[config.mk]
export PLATFORM = sky130hd
export DESIGN_NAME = acumulador_n_bits
export DESIGN_NICKNAME = d
export VERILOG_FILES = /design/src/rtl/acumulador_n_bits.sv
export SDC_FILE = /design/constraint.sdc
export NUM_CORES = 1
export LEC_CHECK = 0
export ABC_AREA = 1
export BUFFER_PORTS_ARGS = -buffer_cell sky130_fd_sc_hd__buf_2
export CORE_MARGIN = 2
export CORE_UTILIZATION = 45
export DETAILED_ROUTE_END_ITERATION = 7
export GPL_TIMING_DRIVEN = 1
export PLACE_DENSITY = 0.65
export REMOVE_ABC_BUFFERS = 1
export SLEW_MARGIN = 0
export SYNTH_ARGS = -nofsm -noshare
export SYNTH_HDL_FRONTEND = slang
export SYNTH_SLANG_ARGS = --single-unit
[constraint.sdc]
create_clock -name clk -period 1.5 [get_ports clk]
set_input_delay 0.225 -clock clk [delete_from_list [all_inputs] [get_ports clk]]
set_output_delay 0.225 -clock clk [all_outputs]
set_load 0.005 [all_outputs]
[src/rtl/acumulador_n_bits.sv]
// Streaming N-bit accumulator: sums operand groups closed by in_last or MAX_OPS,
// reporting modular sum, sticky carry and operand count via valid/ready handshakes.
module acumulador_n_bits #(
    parameter int N       = 8,
    parameter int MAX_OPS = 16,
    localparam int CW     = $clog2(MAX_OPS + 1)
) (
    input  logic          clk,
    input  logic          rst_n,
    input  logic          in_valid,
    output logic          in_ready,
    input  logic [N-1:0]  in_data,
    input  logic          in_last,
    output logic          out_valid,
    input  logic          out_ready,
    output logic [N-1:0]  out_sum,
    output logic          out_carry,
    output logic [CW-1:0] out_count
);

    localparam logic [1:0] IDLE   = 2'd0;
    localparam logic [1:0] ACUM   = 2'd1;
    localparam logic [1:0] RESULT = 2'd2;

    logic [1:0]    state;
    logic [N-1:0]  acc;
    logic          carry;
    logic [CW-1:0] count;

    logic          accept;
    logic          close;
    logic [N:0]    add;
    logic [N-1:0]  sum_nx;
    logic          carry_nx;
    logic [CW-1:0] count_nx;

    assign in_ready  = rst_n && (state != RESULT);
    assign out_valid = (state == RESULT);
    assign accept    = in_valid && in_ready;
    assign add       = {1'b0, acc} + {1'b0, in_data};

    always_comb begin
        sum_nx   = in_data;
        carry_nx = 1'b0;
        count_nx = CW'(1);
        if (state == ACUM) begin
            sum_nx   = add[N-1:0];
            carry_nx = carry | add[N];
            count_nx = count + CW'(1);
        end
    end

    // A group also closes silently when it reaches MAX_OPS operands.
    assign close = in_last ||
                   ((state == ACUM) && (count_nx == CW'(MAX_OPS)));

    always_ff @(posedge clk) begin
        if (!rst_n) begin
            state     <= IDLE;
            acc       <= '0;
            carry     <= 1'b0;
            count     <= '0;
            out_sum   <= '0;
            out_carry <= 1'b0;
            out_count <= '0;
        end else begin
            case (state)
                IDLE, ACUM: begin
                    if (accept) begin
                        acc   <= sum_nx;
                        carry <= carry_nx;
                        count <= count_nx;
                        state <= close ? RESULT : ACUM;
                        if (close) begin
                            out_sum   <= sum_nx;
                            out_carry <= carry_nx;
                            out_count <= count_nx;
                        end
                    end
                end
                RESULT: begin
                    if (out_ready) state <= IDLE;
                end
                default: state <= IDLE;
            endcase
        end
    end

endmodule
==> flow_summary.toml <==
[final_layout]
drive_gt1_frac = 0.4611
fillers = 295
fin_nets = 356
fin_area_mm2 = 0.002715
layout_commonest_cell = "nand2_1"
num_antenna_cells = 0
area_growth_syn_to_layout_pct = 51.75
final_cell_count_no_fill = 382
final_cell_mix = "nand2_1 (54), inv_1 (31), buf_4 (31), nor2_1 (29), buf_2 (28)"

[routing]
vias = 1908
vias_per_cell = 4.995
wl_per_cell_um = 13.05
ant_nets = 0
drc = 0
wl_um = 4987
first_pass_iters = 4
drtIter0Drc = 109

[logic_synthesis]
synthCells = 270
yosysWarnings = 0
ys_types = 29
avgSynthCellArea_um2 = 6.627
syn_area_mm2 = 0.001789
yosys-top-cells-area = "dfxtp_1 (34%), nand2_1 (15%), inv_1 (7.3%)"
ys_seq_area_frac = 0.3357
yosysTopAreaCell = "dfxtp_1"
yosysTopAreaCellShare = 0.3357
ys_seq_elements = 30

[floorplanning]
fp.dieH_um = 67.06
dieArea_mm2 = 0.004496
num_io_pins = 29
start_util = 0.4779
fp.coreArea_mm2 = 0.003744
die_w_um = 67.06
row_count = 22

[min_path]
hold_class = "input port to flop"
min_from = "out_ready"

[worst_setup_path]
cp.arrival_ns = 1.76
cpPeakStageDelay_ns = 0.52
critPathMostFrequentCell = "a211oi_2"
worstSetupStartpoint = "acc[0]"
end_kind = "flop"
startpoint_type = "flop"
crit_type = "flop to flop"
worstPathRequired_ns = 1.66
crit_slowest_cell = "fa_2"
crit_fanout = 2
crit_chain = "ha_4, inv_2, fa_2, nor2_2, a211oi_2, buf_4, a211oi_2"
reg2reg_from = "acc[0]"

[run]
maxCapViolCount = 0

[pwr]
power_per_cell_area_mw_per_mm2 = 781.7
ir_worst_vdd_mv = 0.5901
p_leak_nw = 1.279

[timing]
slew_headroom = 0.8169
worst-slew-pin-transition_ns = 0.2737
setup_slack_ns = -0.09884
period_needed_ns = 1.599
drv_slew = 0
fin_crit_sh = 1.066
rsz0062_at_grt = "yes"
finalClockSkew_ns = 0.003372
hold_viol = 0
setup_viol = 16
fmax_mhz = 625.5

[grt]
grt_pass1_wl_um = 8121
antenna_found_initial = 0
grt_overflow_total = 0
grt_max_degree = 24
track_usage = 0.2374
grt_pass1_vias = 1860

[clocking]
cts_sinks = 30
cts_max_level = 2
numCtsBuffers = 5
clk_pin_slew_ns = 0.07
tritoncts = "yes"
clock-root-buffer = "clkbuf_8"
clock_path_buffers = 2
clock_latency_ns = 0.28

[place]
gp_congestion = 0.9037
place_area_mm2 = 0.002170
dp_cells = 365
hpwl_um = 3092
port_buffers = 28

[run_status]
status = "complete, but fails checks"
failed_checks = "negative setup slack"
[what timing repair did]
| item | CTS | global route |
|---|---|---|
| hold endpoints to repair | 0 | 0 |
| hold buffers | 0 | 0 |
| buffers inserted | 7 | 1 |
| cloned | 2 | 0 |
| pin swaps | 18 | 30 |
| setup endpoints to repair | 20 | 26 |
| gates resized for setup | 38 | 50 |
[final timing paths]
kind / slack [ns] / depth (start not counted) / endpoint
max: -0.1 / 7 / acc[1]
min: 0.22 / 4 / state[1]
min reg2reg: 0.47 / 2 / out_sum[1]
max reg2reg: -0.1 / 7 / acc[1]
[registers in the layout, indices dropped and copies added, names as in the netlist]
signal and flops:
acc 8, out_sum 8, count 5, out_count 5, state 2, carry 1
out_carry 1
[metal layers]
layer | vias to the layer above | wire length [µm] | global-route usage
met5 | - | 0 | 0
met4 | 0 | 65 | 0.07398
met3 | 8 | 210 | 0.05236
met2 | 48 | 2441 | 0.4109
met1 | 867 | 2270 | 0.2896
li1 | 985 | - | -
[area by class of cell]
class	count	area [µm²]	share of cell area
Clock buffer	7	86.33	0.03180
Clock inverter	1	5.005	0.001843
Inverter	39	147.6	0.05438
Multi-Input combinational cell	193	1331	0.4903
Sequential cell	30	613.1	0.2258
Tap cell	48	60.06	0.02212
Timing Repair Buffer	64	471.7	0.1737
[critical path: cells and delay by family, from the launching register on]
kind                     cells  cell delay, ns
adder cells (fa/ha/maj)      2            0.65
flip-flops                   1            0.35
AO/OA/AOI/OAI                2            0.24
buffers and inverters        2            0.20
AND/OR/NAND/NOR              1            0.04
[synthesized netlist by cell type]
master and number:
a211oi_1 3, a21oi_1 23, buf_2 5, buf_4 2, buf_6 1, clkbuf_1 1, clkinv_2 1, dfxtp_1 30
fa_1 1, ha_1 9, inv_1 35, inv_2 3, nand2_1 70, nand2_2 1, nand2_4 2, nand3_1 17
nand3_2 1, nand3b_1 4, nand4_1 2, nor2_1 35, nor2_2 1, nor2_4 2, o21a_1 2, o21ai_0 9
o21ai_1 3, o21bai_1 3, o31ai_1 1, or2_2 2, xor2_1 1
[power by group]
| group | internal, W | leakage, nW | switching [W] | total (W) |
|---|---|---|---|---|
| combinational | 0.000266 | 0.981 | 0.000303 | 0.000569 |
| sequential | 0.000847 | 0.250 | 0.0000367 | 0.000883 |
| clock | 0.000370 | 0.0482 | 0.000300 | 0.000670 |
| total | 0.00148 | 1.28 | 0.000640 | 0.00212 |
[metrics by stage]
stage	TNS [ns]	hold WS, ns	util	setup slack [ns]	total power (W)
5_1_grt	-2.489	0.2345	0.7253	-0.2181	0.002242
2_1_floorplan	-1.057	0.3454	-	-0.2070	0.001133
3_3_place_gp	-2.085	0.4507	0.5795	-0.2281	0.001303
6_report	-0.9388	0.2194	0.7253	-0.09884	0.002122
4_1_cts	-1.236	0.2048	0.6715	-0.1217	0.002053
3_5_place_dp	-2.394	0.4546	0.5795	-0.2469	0.001308
[logic make-up after synthesis]
kind of cell | Yosys count | share of synthesized area
and+or+nand+nor | 137 | 0.3364
DFF | 30 | 0.3357
buffers and inverters | 48 | 0.1133
AOI/OAI and AO/OA | 44 | 0.1357
adders and majority gates | 10 | 0.07413
xor gates and xnor gates | 1 | 0.004896
No activity file was read; power rests on OpenSTA's default activity.
